`src/rtl/mem_access.sv`:
```
// Byte-serial load/store engine: runs lb/lh/lw/lbu/lhu/sb/sh/sw as little-endian
// byte transfers on an 8-bit asynchronous SRAM and returns extended load data.
module mem_access #(
    parameter int unsigned WAIT_CYCLES = 2
) (
    input  logic        clk,
    input  logic        rst_n,
    input  logic        req_n,
    input  logic [7:0]  mem_op,
    input  logic [31:0] addr,
    input  logic [31:0] wdata,
    output logic [31:0] rdata,
    output logic        done_n,
    output logic        err_n,
    output logic        busy_n,
    output logic [31:0] sram_addr,
    output logic [7:0]  sram_dq_o,
    output logic        sram_dq_oe,
    input  logic [7:0]  sram_dq_i,
    output logic        sram_ce_n,
    output logic        sram_oe_n,
    output logic        sram_we_n
);

    typedef enum logic [2:0] {IDLE, ADDR, STROBE, HOLD, DONE} state_t;

    localparam logic [3:0] WAIT_LAST = 4'(WAIT_CYCLES - 1);

    state_t      state, state_next;
    logic        is_store, is_signed, err;
    logic [1:0]  last_k, k;
    logic [3:0]  wait_cnt;
    logic [31:0] wbuf, rbuf, load_ext;

    logic [7:0]  op_low;
    logic        op_none, op_multi, dec_store, dec_signed, dec_err;
    logic [1:0]  dec_last_k;

    // Request decode; mem_op is active-low one-hot so work on its inverse.
    always_comb begin
        op_low     = ~mem_op;
        op_none    = (op_low == 8'h00);
        op_multi   = ((op_low & (op_low - 8'd1)) != 8'h00);
        dec_store  = op_low[2] | op_low[1] | op_low[0];
        dec_signed = op_low[7] | op_low[6];
        dec_last_k = 2'd0;
        if (op_low[6] | op_low[3] | op_low[1])
            dec_last_k = 2'd1;
        else if (op_low[5] | op_low[0])
            dec_last_k = 2'd3;
        dec_err = op_multi
                | ((dec_last_k == 2'd1) && addr[0])
                | ((dec_last_k == 2'd3) && (addr[1:0] != 2'b00));
    end

    always_comb begin
        load_ext = rbuf;
        case (last_k)
            2'd0:    load_ext = {{24{is_signed & rbuf[7]}}, rbuf[7:0]};
            2'd1:    load_ext = {{16{is_signed & rbuf[15]}}, rbuf[15:0]};
            default: load_ext = rbuf;
        endcase
    end

    always_comb begin
        state_next = state;
        case (state)
            IDLE:    if (!req_n && !op_none) state_next = dec_err ? DONE : ADDR;
            ADDR:    state_next = STROBE;
            STROBE:  if (wait_cnt == WAIT_LAST) state_next = HOLD;
            HOLD:    state_next = (k == last_k) ? DONE : ADDR;
            DONE:    state_next = IDLE;
            default: state_next = IDLE;
        endcase
    end

    // Strobes decode straight from the state so a reset releases them at once.
    always_comb begin
        sram_ce_n  = !((state == ADDR) || (state == STROBE) || (state == HOLD));
        sram_oe_n  = !((state == STROBE) && !is_store);
        sram_we_n  = !((state == STROBE) && is_store);
        sram_dq_oe = is_store && !sram_ce_n;
        done_n     = (state != DONE);
        err_n      = !((state == DONE) && err);
        busy_n     = (state == IDLE);
    end

    always_ff @(posedge clk or negedge rst_n) begin
        if (!rst_n) begin
            state     <= IDLE;
            is_store  <= 1'b0;
            is_signed <= 1'b0;
            err       <= 1'b0;
            last_k    <= 2'd0;
            k         <= 2'd0;
            wait_cnt  <= 4'd0;
            wbuf      <= 32'h0;
            rbuf      <= 32'h0;
            rdata     <= 32'h0;
            sram_addr <= 32'h0;
            sram_dq_o <= 8'h00;
        end else begin
            state <= state_next;
            case (state)
                IDLE: begin
                    if (!req_n && !op_none) begin
                        is_store  <= dec_store;
                        is_signed <= dec_signed;
                        last_k    <= dec_last_k;
                        err       <= dec_err;
                        k         <= 2'd0;
                        wait_cnt  <= 4'd0;
                        wbuf      <= {8'h00, wdata[31:8]};
                        if (!dec_err) begin
                            sram_addr <= addr;
                            if (dec_store) sram_dq_o <= wdata[7:0];
                        end
                    end
                end
                ADDR: wait_cnt <= 4'd0;
                STROBE: begin
                    wait_cnt <= wait_cnt + 4'd1;
                    if ((wait_cnt == WAIT_LAST) && !is_store)
                        rbuf[{k, 3'b000} +: 8] <= sram_dq_i;
                end
                HOLD: begin
                    if (k == last_k) begin
                        if (!is_store) rdata <= load_ext;
                    end else begin
                        k         <= k + 2'd1;
                        sram_addr <= sram_addr + 32'd1;
                        if (is_store) sram_dq_o <= wbuf[7:0];
                        wbuf      <= {8'h00, wbuf[31:8]};
                    end
                end
                default: ;
            endcase
        end
    end

endmodule

```
`config.mk`:
```
export PLATFORM = sky130hd
export DESIGN_NAME = mem_access
export DESIGN_NICKNAME = d
export VERILOG_FILES = /design/src/rtl/mem_access.sv
export SDC_FILE = /design/constraint.sdc
export NUM_CORES = 1
export LEC_CHECK = 0
export CORE_MARGIN = 2
export CORE_UTILIZATION = 36
export CTS_CLUSTER_DIAMETER = 150
export DETAILED_ROUTE_END_ITERATION = 12
export PLACE_DENSITY = 0.73
export SLEW_MARGIN = 20
export SYNTH_ARGS = -nofsm -noshare
export SYNTH_HDL_FRONTEND = slang
export SYNTH_SLANG_ARGS = --single-unit
```
`constraint.sdc`:
```
create_clock -name clk -period 3.7 [get_ports clk]
set_input_delay 0.74 -clock clk [delete_from_list [all_inputs] [get_ports clk]]
set_output_delay 0.74 -clock clk [all_outputs]
set_load 0.05 [all_outputs]
```
==> reports/qor.yml <==
drt:
  vias: 6350
  detail_route.vias_per_cell: 5.23
  wl_per_cell_um: 15.7
  final_antenna_net_count: 0
  drt_iter0_markers: 397
  drcViolationCount: 0
  drtPass1Iterations: 5
  drt-total-wl_mm: 19.1
worst_setup_path:
  rr_worst_depth: 5
  endpoint_kind: "output pin"
  cp-start-kind: "flip-flop"
  arrival_ns: 2.51
  cp.required_ns: 2.96
  crit_path_max_fanout: 12
  critPathKind: "reg2out"
global_routing:
  grt_max_degree: 114
  grt_pass1_wl_mm: 30.6
  antenna_found_initial: 0
  grt_usage_pct: 18.6
  grt-ovfl-total: 0
  grt_pass1_vias: 5986
yosys:
  syn_avg_cell_area_sq_um: 8.93
  yosysUniqueCellTypes: 68
  yosysWarnings: 0
  async_reset_ff_share_pct: 100
  synth.net_count: 885
  ys_seq_elements: 142
  seq_area_frac_synth_pct: 50.1
  syn_inst: 794
  synth_edf_count: 0
  ys.flop_type: "dfrtp_1"
  netlist_area_sq_um: 7090
floorplan:
  num_io_pins: 162
  chipHeight_um: 144
  initial_utilization_pct: 36.6
  dieWidth_um: 144
  core_sq_um: 19400
  dieArea_sq_um: 20800
  rows: 51
clocking:
  cts.clk_slew.worst_paths_ns: 0.06
  cts.repair.resized: 0
  numCtsBuffers: 17
  clk_latency_ns: 0.42
  post_cts_buffers: 0
  cts_tree: "yes"
  cts_root_buffer: "clkbuf_16"
  ctsHoldBuffers: 0
  cts.sinks: 142
  clockBufferDepth: 2
  htree_num_levels: 4
finish:
  layoutNonFillerInstCount: 1215
  fin_util_pct: 49.2
  final_common_cell: "nand2_1"
  syn_to_final_growth_pct: 34.5
  drive_gt1_share_pct: 8.63
  nets: 1029
  final_cell_mix: "nand2_1 (190), clkdlybuf4s50_1 (160), dfrtp_1 (142)"
  multiInputGateArea_sq_um: 3310
  regArea_sq_um: 3550
  n_antenna_cell: 0
  nFillCells: 1860
sta:
  period_minus_slack_ns: 3.25
  fin_worst_skew_ns: 0.00941
  rsz0062_at_grt: "no"
  fmax_mhz: 308
  period_share_pct: 87.8
  final-hold-violation-count: 0
  maxSlewViolCount: 0
  finalSetupViolCount: 0
  tightest_slew_ns: 1.12
  relSlewSlack_pct: 24.9
  tns_ns: 0
job:
  cap_viol_max_count: 0
place:
  routabilityCongestion: 0.880
  dp.cells: 1184
  hpwlAfterDp_mm: 12.9
  io_buffers: 161
power_and_ir_drop:
  p_per_area_nw_per_um2: 874
  p_total_mw: 8.34
  leakagePower_nw: 4.04
  ir_drop_uv: 451
worst_hold_path:
  hp-class: "in2async"
outcome:
  status: "finished clean"
-- critical path: stages, from the launching register on --
cell             delay, ns
dfrtp_1               0.51
or3_4                 0.47
inv_1                 0.25
clkdlybuf4s50_1       0.86
-- registers in the layout (all words and copies together), names as in the netlist, 3 cells and up --
name / flops
rbuf: 32
rdata: 32
sram_addr: 32
wbuf: 24
sram_dq_o: 8
wait_cnt: 4
state: 3
-- cells in the mapped netlist, types with 3 or more instances --
cell / number / area (sq um)
dfrtp_1: 142 / 3550
nand2_1: 190 / 713
a21oi_1: 35 / 175
nand4_1: 6 / 37.5
a2bb2oi_1: 13 / 114
a31oi_1: 34 / 213
inv_1: 12 / 45.0
o22a_1: 3 / 26.3
o22ai_1: 4 / 25.0
mux2i_1: 4 / 40.0
ha_1: 8 / 100
a22o_1: 4 / 35.0
buf_2: 17 / 85.1
and3_1: 8 / 50.1
o31ai_1: 10 / 75.1
nand3_1: 23 / 115
nor3_1: 9 / 45.0
clkbuf_1: 27 / 101
mux2_2: 17 / 191
or2_2: 3 / 18.8
nor3b_1: 7 / 52.6
nor4_1: 5 / 31.3
a211oi_1: 4 / 30.0
o21ai_0: 86 / 430
nor2_1: 67 / 251
-- stage by stage --
stage | hold WS [ns] | area, sq um | setup slack (ns)
3_3_place_gp | 0.449 | 8930 | 0.523
2_1_floorplan | 0.439 | 7090 | 1.16
3_5_place_dp | 0.456 | 8930 | 0.457
6_report | 0.450 | 9540 | 0.451
4_1_cts | 0.469 | 9540 | 0.420
5_1_grt | 0.500 | 9540 | 0.351
-- final timing paths --
kind	from	end	slack [ns]
worst max-delay path	state[0]	busy_n	0.45
worst min-delay path	rst_n	rdata[12]	0.45
worst max register to register	state[0]	sram_addr[16]	1.17
worst min register to register	wbuf[16]	wbuf[16]	0.47
max in group asynchronous	rst_n	wbuf[22]	2.43
min in group clk	wbuf[16]	wbuf[16]	0.47
-- routing by layer --
layer,track usage (%),vias to the layer above,routed length [um]
met3,3.77,16,1000
met1,25.4,3059,8640
met2,30.2,195,9290
li1,-,3080,-
met5,0,-,0
met4,5.11,0,195
-- cell type report --
| class | count | share of cell area (%) |
|---|---|---|
| sequential | 142 | 37.2 |
| multi-input combinational | 594 | 34.7 |
| timing repair buffer | 171 | 17.7 |
| clock buffer | 19 | 4.75 |
| tap | 265 | 3.47 |
| clock inverter | 12 | 1.67 |
| inverter | 12 | 0.472 |
-- cell families (layout without fill, tap and decap cells) --
logic type,count (synthesis),in the layout,share of synthesized area (%)
buf+inv,58,214,3.42
fa+ha+maj,8,8,1.41
mux,21,21,3.26
flops,142,142,50.1
xor+xnor,3,3,0.370
compound gates,215,215,18.9
simple gates,347,347,22.6
-- power breakdown --
group	leakage [nW]	total [mW]	internal (mW)	switching (mW)
Sequential	1.65	2.69	2.14	0.547
Clock	0.296	1.77	1.10	0.675
Combinational	2.09	3.88	1.36	2.52
Total	4.04	8.34	4.60	3.74
Power figures use the tool's default switching activity.
==> RTL change, RTL diff (same flow settings) <==
Re-encode `state_t` (5 states) as one-hot, 5 bits wide.
--- a/src/rtl/mem_access.sv
+++ b/src/rtl/mem_access.sv
@@ -22,7 +22,7 @@
     output logic        sram_we_n
 );
 
-    typedef enum logic [2:0] {IDLE, ADDR, STROBE, HOLD, DONE} state_t;
+    typedef enum logic [4:0] {IDLE = 5'b00001, ADDR = 5'b00010, STROBE = 5'b00100, HOLD = 5'b01000, DONE = 5'b10000} state_t;
 
     localparam logic [3:0] WAIT_LAST = 4'(WAIT_CYCLES - 1);
 
Function: no difference found for any inputs over 4 cycles, from zero or initial values and one cycle with rst_n low; so few cycles prove little.
==> RTL change against the unedited design <==
Area after synthesis increased by 0.32%; routed wire length increased by 3.5%; worst setup slack got worse by 0.17 ns; final area increased by 0.84%; global-route usage increased by 0.85 points; count of clock-buffer cells in the layout decreased by 2; clock skew about the same; combinational power decreased by 9.8%; register-to-register slack got worse by 0.46 ns; sequential cell count increased by 2; power decreased by 6.6%; largest cell class unchanged.
==> RTL change: results (changes against the unedited design) <==
Global routing
  • GRT Util Overall: 19.5% (+0.85 points)
  • Initial antenna violation count: 2 (+2)
  • First-pass GRT wire length: 32,000 um (+4.5%)
  • Pin count of the biggest net entering global routing: 79 (-31%)

STA
  • Achievable frequency: 293 MHz (-4.9%)
  • Measured slew at the worst slew-check pin: 0.882 ns (-0.240 ns)
  • Final Hold Slack: 0.342 ns (-0.108 ns)
  • Fin Clk Skew: 0.00897 ns (-0.000437 ns)

Cells and area
  • Clk_buf instances: 17 (-2)
  • Final clock-cell share: 6.45% (+0.038 points)
  • Non-clk bufs: 172 (+0.58%)
  • Fin nets: 1,038 (+0.87%)
  • Multi-input logic cell count: 599 (+0.84%)
  • ANT cells: 2 (+2)
  • NonClk Buf Share: 17.8% (+0.035 points)
  • Sequential cell area: 3600 sq um (+1.4%)
  • Area Growth Syn to Fin: 35.2%

Setup path
  • Reg-to-reg slack, setup: 0.71 ns (-0.46 ns)
  • FF-to-FF Start: last_k[1]$_DFFE_PN0P_
  • Origin of the worst setup path: state[2]$_DFFE_PN0P_
  • R2r endpoint: sram_dq_o[6]$_DFFE_PN0P_
  • Critical path peak fanout: 7 (-5)
  • CP peak stage delay: 0.72 ns (-0.14 ns)
  • Crit path max-delay family: simple AND/OR/NAND/NOR gates
  • Data arrival, critical path: 2.68 ns (+0.17 ns)

Route
  • DR iter-0 viols: 369 (-7.1%)
  • DR vias: 6,500 (+2.4%)
  • Final wirelength: 19,800 um (+3.5%)
  • WL per Instance: 16.1 um (+2.4%)

Place
  • Placer congestion estimate: 0.868 (-1.3%)
  • Number of instances in the placed design: 1,193 (+0.76%)
  • DP Area: 9000 sq um (+0.77%)
  • Hpwl dp: 14,000 um (+8.4%)
  • Worst slack, placed: 0.363 ns (-0.0941 ns)

Status
  • Status: finished, final reports clean

Floorplan
  • Die ar.: 20,900 sq um (+0.31%)

Pwr
  • Worst VDD drop: 0.607 mV (+35%)
  • Leak: 0.00411 uW (+1.8%)

Logic synthesis
  • Mapped Cells: 803 (+1.1%)
  • Top cells by count, synth: nand2_1 (176), dfrtp_1 (143), o21ai_0 (85), a21oi_1 (60), nor2_1 (60)
  • Post-synthesis sequential area ratio: 50.7% (+0.56 points)
  • Seq cells post-synth: 144 (+1.4%)
  • Mapped Nets: 894 (+1.0%)
  • Library cells used by synthesis: 58 (-15%)
[RTL change: cells by family after synthesis]
group	Yosys count	synth area share, %
and+or+nand+nor	331	20.8
AOI/OAI and AO/OA	239	20.1
DFF	144	50.7
buffers and inverters	60	3.43
muxes	19	3.34
adders and majority gates	8	1.41
xor gates and xnor gates	2	0.246
[RTL change: where the power goes]
part           switching, uW  internal [uW]
Sequential               476           2020
Combinational           2230           1270
Clock                    768           1030
Total                   3480           4320
[RTL change: worst max path at each step]
| stage | endpoint | depth (start not counted) |
|---|---|---|
| after floorplan | sram_dq_oe | 3 |
| after global placement | sram_dq_o[6]$_DFFE_PN0P_ | 7 |
| after detailed placement | sram_dq_o[6]$_DFFE_PN0P_ | 7 |
| after CTS | sram_we_n | 4 |
| after global routing | sram_oe_n | 4 |
| final | sram_we_n | 4 |
[RTL change: layer usage]
layer  up-vias  track usage (%)  routed length (um)
li1       3146                -                   -
met1      3107             27.7                9240
met2       221             29.5                9010
met3        26             4.24                1220
met4         0             6.39                 324
met5         -                0                   0
